--- config.mk ---
export PLATFORM = sky130hd
export DESIGN_NAME = equilibrium_maxxing_uc
export DESIGN_NICKNAME = d
export VERILOG_FILES = /design/src/rtl/equilibrium_maxxing_uc.sv
export SDC_FILE = /design/constraint.sdc
export NUM_CORES = 1
export LEC_CHECK = 0
export ABC_AREA = 1
export BUFFER_PORTS_ARGS = -buffer_cell sky130_fd_sc_hd__buf_2
export CORE_UTILIZATION = 58
export DETAILED_ROUTE_END_ITERATION = 10
export GPL_TIMING_DRIVEN = 1
export HOLD_SLACK_MARGIN = 0.1
export PLACE_DENSITY_LB_ADDON = 0.25
export RECOVER_POWER = 25
export SYNTH_ARGS = -nofsm -noshare
export SYNTH_HDL_FRONTEND = slang
export SYNTH_SLANG_ARGS = --single-unit
export TNS_END_PERCENT = 50
--- constraint.sdc ---
create_clock -name clock -period 1.6 [get_ports clock]
set_input_delay 0.32 -clock clock [delete_from_list [all_inputs] [get_ports clock]]
set_output_delay 0.32 -clock clock [all_outputs]
set_load 0.1 [all_outputs]
--- src/rtl/equilibrium_maxxing_uc.sv ---
// Moore control unit for the Equilibrium Maxxing game: sequences calibration, difficulty lock,
// preparation and rounds. Optional lives counter is enabled by defining EQM_UC_LIVES_EN.
module equilibrium_maxxing_uc #(
  parameter int ROUNDS        = 10,
  parameter int PREP_TICKS    = 4,
  parameter int CALIB_TIMEOUT = 500_000_000
`ifdef EQM_UC_LIVES_EN
  , parameter int LIVES       = 3
`endif
) (
  input  logic       clock,
  input  logic       reset,
  input  logic       iniciar,
  input  logic       end_left,
  input  logic       end_right,
  input  logic       prep_done,
  input  logic       ganhou_ponto,
  input  logic       perdeu_ponto,
  output logic       calib,
  output logic       start_game,
  output logic       reset_nivel_locked,
  output logic       reset_nivel,
  output logic       reset_prep_cnt,
  output logic       trava_servo,
  output logic       gerar_nova_jogada,
  output logic       fade_trigger,
  output logic       conta_nivel,
  output logic       fim_jogo,
  output logic       erro,
  output logic [7:0] rodada,
  output logic [3:0] db_estado
`ifdef EQM_UC_LIVES_EN
  ,
  output logic [3:0] vidas
`endif
);

  localparam logic [3:0] INICIAL = 4'd0;
  localparam logic [3:0] CALIBRA = 4'd1;
  localparam logic [3:0] ESCOLHE = 4'd2;
  localparam logic [3:0] TRAVA   = 4'd3;
  localparam logic [3:0] PREPARA = 4'd4;
  localparam logic [3:0] GERA    = 4'd5;
  localparam logic [3:0] FADE    = 4'd6;
  localparam logic [3:0] JOGANDO = 4'd7;
  localparam logic [3:0] PONTO   = 4'd8;
  localparam logic [3:0] ERROU   = 4'd9;
  localparam logic [3:0] FIM     = 4'd10;
  localparam logic [3:0] ERRO    = 4'd11;

  localparam int CW = (CALIB_TIMEOUT > 1) ? $clog2(CALIB_TIMEOUT) : 1;
  localparam int PW = (PREP_TICKS > 1) ? $clog2(PREP_TICKS) : 1;
  localparam int RW = $clog2(ROUNDS + 1);
  localparam logic [CW-1:0] CALIB_LAST = CW'(CALIB_TIMEOUT - 1);
  localparam logic [PW-1:0] PREP_LAST  = PW'(PREP_TICKS - 1);
  localparam logic [RW-1:0] ROUNDS_W   = RW'(ROUNDS);

  logic [3:0]    state, state_d;
  logic          iniciar_q;
  logic          go;
  logic [CW-1:0] calib_cnt;
  logic [PW-1:0] prep_cnt;
  logic [RW-1:0] rodada_q, rodada_inc;
  logic          last_round;

  assign go         = iniciar & ~iniciar_q;
  assign rodada_inc = (rodada_q == ROUNDS_W) ? rodada_q : rodada_q + 1'b1;
  assign last_round = (rodada_inc == ROUNDS_W);

  always_comb begin
    state_d = state;
    case (state)
      INICIAL: if (go) state_d = CALIBRA;
      // end-stop hit beats a timeout landing on the same cycle
      CALIBRA: if (end_left | end_right)      state_d = ESCOLHE;
               else if (calib_cnt == CALIB_LAST) state_d = ERRO;
      ESCOLHE: if (go) state_d = TRAVA;
      TRAVA:   state_d = PREPARA;
      PREPARA: if (prep_done && prep_cnt == PREP_LAST) state_d = GERA;
      GERA:    state_d = FADE;
      FADE:    state_d = JOGANDO;
      JOGANDO: if (ganhou_ponto)      state_d = PONTO;
               else if (perdeu_ponto) state_d = ERROU;
      PONTO:   state_d = last_round ? FIM : GERA;
`ifdef EQM_UC_LIVES_EN
      ERROU:   state_d = (last_round || vidas == 4'd1) ? FIM : GERA;
`else
      ERROU:   state_d = last_round ? FIM : GERA;
`endif
      FIM:     if (go) state_d = INICIAL;
      ERRO:    if (go) state_d = INICIAL;
      default: state_d = INICIAL;
    endcase
  end

  always_ff @(posedge clock) begin
    if (reset) begin
      state     <= INICIAL;
      iniciar_q <= 1'b0;
      calib_cnt <= '0;
      prep_cnt  <= '0;
      rodada_q  <= '0;
    end else begin
      state     <= state_d;
      iniciar_q <= iniciar;
      calib_cnt <= (state == CALIBRA) ? calib_cnt + 1'b1 : '0;
      if (state != PREPARA)
        prep_cnt <= '0;
      else if (prep_done)
        prep_cnt <= (prep_cnt == PREP_LAST) ? '0 : prep_cnt + 1'b1;
      if (state == INICIAL)
        rodada_q <= '0;
      else if (state == PONTO || state == ERROU)
        rodada_q <= rodada_inc;
    end
  end

`ifdef EQM_UC_LIVES_EN
  always_ff @(posedge clock) begin
    if (reset || state == INICIAL)
      vidas <= 4'(LIVES);
    else if (state == ERROU && vidas != 4'd0)
      vidas <= vidas - 4'd1;
  end
`endif

  assign calib              = (state == CALIBRA);
  assign start_game         = (state == TRAVA);
  assign reset_nivel_locked = (state == INICIAL);
  assign reset_nivel        = (state == INICIAL);
  assign reset_prep_cnt     = (state == TRAVA) || (state == FADE);
  assign trava_servo        = (state == PREPARA);
  assign gerar_nova_jogada  = (state == GERA);
  assign fade_trigger       = (state == FADE);
  assign conta_nivel        = (state == PONTO);
  assign fim_jogo           = (state == FIM);
  assign erro               = (state == ERRO);
  assign rodada             = 8'(rodada_q);
  assign db_estado          = state;

endmodule

# After elaboration in Yosys (flattened, before gate mapping)
# Cells that the tools add are included.
# classes
n_addsub	3
n_eq_ne	22
mux	12
n_bitwise	4
n_reduce_logical	10
# op_table
cell	n
4-bit two-way mux	10
4-bit one-hot mux with 10 select lines	1
29-bit by 1-bit adder with 29-bit output, second input constant	1
29-bit == test, second input constant	1
4-bit == test, second input constant	6
4-bit by 3-bit == test with 1-bit output, second input constant	4
2-bit OR reduction	5
4-bit by 2-bit == test with 1-bit output, second input constant	2
2-bit by 1-bit != test with 1-bit output, second input constant	3
6-bit AND reduction	1
4-bit by 1-bit adder with 4-bit output, second input constant	1
4-bit by 1-bit == test with 1-bit output, second input constant	1
4-bit logical NOT	1
4-bit by 3-bit != test with 1-bit output, second input constant	1
3-bit by 1-bit != test with 1-bit output, second input constant	1
3-bit != test, second input constant	1
2-bit by 1-bit adder with 2-bit output, second input constant	1
2-bit == test, second input constant	1
1-bit logical OR	2
2-bit two-way mux	1
2-bit != test, second input constant	1
1-bit inverter	2
1-bit bitwise AND	1
1-bit logical AND	1
1-bit OR	1
# totals
regBits	40
in_bits	8
output_inout_bits	23

# Logic depth before layout (Yosys ltp)
# depth
word_depth	5
ltp_mapped	11
ltp_nobuf	11

# Least setup slack after synthesis
# No wires, ideal clock.
# synth_path
kind	register -> output
from	register state[0] (netlist: db_estado[0])
to	output reset_nivel_locked
arrival_ps	3712
t_required_ps	1280
slack_ps	-2432
path_stages_with_launch	5
path_cell_list	dfxtp_1 > inv_1 > nand2_2 > nor3_1 > buf_4
# synth_via
elab_chain_cells	1
# synth_lines
element	line	text
from (decl)	58	logic [3:0] state, state_d;
from (signal assigned)	104	state <= state_d;
4-bit logical NOT	n/a	
to (decl)	21	output logic reset_nivel_locked,
# Every way passes these cells.

# Worst setup path in the final report
# layout_path
from	register state[1] (netlist: db_estado[1])
to	output reset_nivel_locked
# layout_via
elab_chain_cells	1
# layout_lines
element	line	text
4-bit logical NOT	129	assign reset_nivel_locked = (state == INICIAL);
# Every way passes these cells.

==> impl_metrics.env <==
export IMPL_setup_slack_ns=-0.05651
export IMPL_crit_type="flip-flop to primary output"
export IMPL_layout_cells_non_filler=460
export IMPL_die_y_um=67.26
export IMPL_initial_utilization_pct=60.87
export IMPL_final_area_mm2=0.003247
export IMPL_post_dp_cell_area_mm2=0.002917
export IMPL_path_delay_family="flip-flops"
export IMPL_rr_startpoint="rodada_q[0]"
export IMPL_internal_power_mw=1.871
export IMPL_route_final_wire_length_um=5800
export IMPL_crit_path_top_delay_cell="dfxtp_4"
export IMPL_core_area_mm2=0.004058
export IMPL_vias_per_cell=5.200
export IMPL_seqPwrFrac_pct=33.4
export IMPL_cts_buffer_depth=2
export IMPL_max_freq_mhz=603.7
export IMPL_antenna_left=0
export IMPL_p_leak_nw=1.293
export IMPL_setup_violations=10
export IMPL_cts_tree="built"
export IMPL_cts_buffers=5
export IMPL_cp_max_fo=6
export IMPL_crit_chain="inv_4, nand2_8, nor3_4, buf_12"
export IMPL_period_needed_ns=1.657
export IMPL_grt_pass1_wl_um=9135
export IMPL_path_clk_slew_ns=0.07
export IMPL_ys_types=40
export IMPL_final_seq_area_um2=828.3
export IMPL_io_buffers=26
export IMPL_num_rows=23
export IMPL_finalPower_mw=3.298
export IMPL_tightest_slew_ns=0.5674
export IMPL_fin_crit_sh_pct=103.5
export IMPL_fin_nets=421
export IMPL_multiInputGateArea_mm2=0.001568
export IMPL_dr_first_iter_drc_count=145
export IMPL_grt_max_degree=15
export IMPL_grt_setup_unrepaired="true"
export IMPL_start_kind="flip-flop"
export IMPL_end_kind="primary output"
export IMPL_min_from="iniciar"
export IMPL_dieArea_mm2=0.004523
export IMPL_holdPathStages=3
export IMPL_cts_hold_buffers_added=0
export IMPL_synth_fa_ha_area_share_pct=2.026
export IMPL_worstSetupPathDepth=4
export IMPL_max_stage_delay_ns=0.38
export IMPL_dr_pass1_iters=4
export IMPL_r2r_slack_ns=0.08
export IMPL_path_buf_inv=2
export IMPL_hpwl_um=4047
export IMPL_required_ns=1.28
export IMPL_switching_share_pct=43.26
export IMPL_p_switching_mw=1.426
export IMPL_num_vias=2392
export IMPL_crit_arrival_ns=1.34
export IMPL_power_density_mw_per_mm2=1016
export IMPL_drive_gt1_share_pct=32.93
export IMPL_overflow=0
export IMPL_outcome="finished, violations left"
export IMPL_violations="negative setup slack"
export IMPL_drc_errors=0
export IMPL_ios=31
export IMPL_synthCells=364
export IMPL_tns_ns=-0.3359
export IMPL_slew_headroom_pct=62.17
export IMPL_dieWidth_um=67.26
export IMPL_antenna_found_initial=0
export IMPL_min_to="iniciar_q"
export IMPL_clk_latency_ns=0.31
export IMPL_comb_power_share_pct=42.7
export IMPL_drv_slew=0
export IMPL_synthMuxAreaShare_pct=0
export IMPL_htreeDepth=2
export IMPL_wl_per_cell_um=12.61
export IMPL_cp_startpoint="db_estado[1]"
export IMPL_root_buffer="clkbuf_8"
export IMPL_netlist_area_mm2=0.002470
export IMPL_synth_top_family_by_area="simple AND/OR/NAND/NOR gates"
export IMPL_seq_area_frac_synth_pct=32.42
export IMPL_yosys_register_bits=40
export IMPL_report_final_hold_viol_count=0
export IMPL_diodes=0
export IMPL_fill_cells=280
export IMPL_clock_skew_ns=0.01503
export IMPL_power_frac_clock_pct=23.9
export IMPL_min_path_type="primary input to flip-flop"
export IMPL_dpl_cell_count=437
export IMPL_area_growth_pct=31.46
export IMPL_synth_compound_area_share_pct=11.96
export IMPL_groute_usage_overall_pct=26.86
export IMPL_vdd_drop_max_mv=0.6921
export IMPL_synthSimpleGateAreaFrac_pct=41.24
export IMPL_yosys_warnings=0
export IMPL_grt_pass1_vias=2101
export IMPL_synthXorXnorAreaFrac_pct=0
export IMPL_max_cap_violations=0
export IMPL_syn_area_per_cell_um2=6.785
export IMPL_rr_worst_depth=11
export IMPL_gp_routability_congestion=0.8462
export IMPL_cts_sinks=40
export IMPL_r2r_end="db_estado[0]"
==> what timing repair did <==
action,in CTS,in global routing
setup endpoints to repair,10,23
resized for setup,3,29
buffers inserted,6,9
pin swaps,3,9
==> worst reg2reg max path, stage by stage, from the launching register on <==
cell and delay, ns:
dfxtp_4 0.36, inv_2 0.08, ha_4 0.14, nand2_2 0.05, o21ai_1 0.15, nand2_1 0.11, nor2_2 0.15, nand2_1 0.08
nand2_2 0.07, nand2_1 0.05, nand2_1 0.08, a21oi_2 0.05
==> final cells by class <==
type | instances | share of cell area, %
timing repair buffer | 45 | 13.53
multi-input combinational | 257 | 48.29
sequential | 40 | 25.51
inverter | 60 | 7.514
tap | 50 | 1.927
clock buffer | 6 | 2.890
clock inverter | 2 | 0.3468
==> worst max path at each step <==
| stage | to | slack (ns) |
|---|---|---|
| after floorplan | reset_nivel_locked | -0.53 |
| after global placement | calib_cnt[16] | 0.10 |
| after detailed placement | calib_cnt[16] | 0.05 |
| after CTS | conta_nivel | -0.07 |
| after global routing | reset_nivel | -0.11 |
| final | reset_nivel_locked | -0.06 |
==> Yosys cell counts <==
cell	n	area share, %
nor2_4	6	2.7
a31oi_1	2	0.51
inv_2	8	1.2
a21oi_4	1	0.66
nor3_1	13	2.6
nor2_1	44	6.7
nor3_2	2	0.81
nand4_2	1	0.51
nand2_2	9	2.3
nand3_1	17	3.4
nor3_4	2	1.3
o21ai_0	15	3.0
dfxtp_1	40	32
clkbuf_1	1	0.15
a211oi_1	2	0.61
nor2_2	6	1.5
buf_6	2	0.91
nand2_1	79	12
nand4_4	1	0.86
conb_1	1	0.15
nand4_1	6	1.5
clkinv_1	2	0.30
nor3b_1	2	0.61
o21ai_1	1	0.20
buf_2	1	0.20
nand3_2	2	0.81
ha_1	4	2.0
or2_2	1	0.25
buf_4	6	1.8
or2_0	1	0.25
nor3b_2	2	1.0
o21bai_1	1	0.30
and3_1	1	0.25
nor2_8	1	0.81
a21oi_2	3	1.1
o211ai_1	1	0.30
nand2_4	2	0.91
inv_1	50	7.6
a21oi_1	23	4.7
o21a_1	2	0.61
==> layout by cell type (no fill, tap or decap), drive strengths merged <==
| master | n |
|---|---|
| dfxtp | 40 |
| nor3b | 4 |
| clkbuf | 8 |
| o211ai | 1 |
| o21a | 2 |
| nor3 | 17 |
| nand3 | 19 |
| nand2 | 90 |
| conb | 4 |
| a21oi | 27 |
| ha | 4 |
| and3 | 1 |
| a211oi | 2 |
| nor2 | 57 |
| o21bai | 1 |
| a31oi | 2 |
| nand4 | 8 |
| inv | 59 |
| o21ai | 16 |
| buf | 43 |
| or2 | 2 |
| clkinv | 2 |
| clkinvlp | 1 |
==> power by group through the flow <==
| stage | registers, mW | logic, mW | clock network (mW) |
|---|---|---|---|
| 3_3_place_gp | 1.13 | 1.25 | 0 |
| 4_1_cts | 1.09 | 1.35 | 0.799 |
| 2_1_floorplan | 1.25 | 0.900 | 0 |
| 6_report | 1.10 | 1.41 | 0.789 |
| 3_5_place_dp | 1.13 | 1.26 | 0 |
| 5_1_grt | 1.11 | 1.50 | 0.830 |
==> registers in the layout (all words and copies together) (netlist names) <==
name / flops
db_estado: 4
prep_cnt: 2
rodada_q: 4
iniciar_q: 1
calib_cnt: 29
==> kinds of logic after synthesis <==
family | after synthesis
buffers and inverters | 70
other | 1
DFF | 40
and+or+nand+nor | 198
adders and majority gates | 4
AOI/OAI and AO/OA | 51
==> stage by stage <==
| step | hold WS [ns] | util [%] | setup WS [ns] |
|---|---|---|---|
| finish | 0.2425 | 80.02 | -0.05651 |
| global route | 0.2705 | 80.02 | -0.1092 |
| CTS | 0.2363 | 75.89 | -0.07166 |
| detailed placement | 0.4443 | 71.88 | 0.04563 |
| global placement | 0.4317 | 71.88 | 0.1036 |
| floorplan | 0.4175 | - | -0.5261 |
==> routing by layer <==
layer  wire (µm)  track usage (%)  vias up
li1            -                -     1238
met1        2631            35.42     1105
met2        2874            42.63       42
met3         232            6.419        7
met4          62            9.043        0
met5           0                0        -
Note: power is estimated with default switching activity, not from simulation.
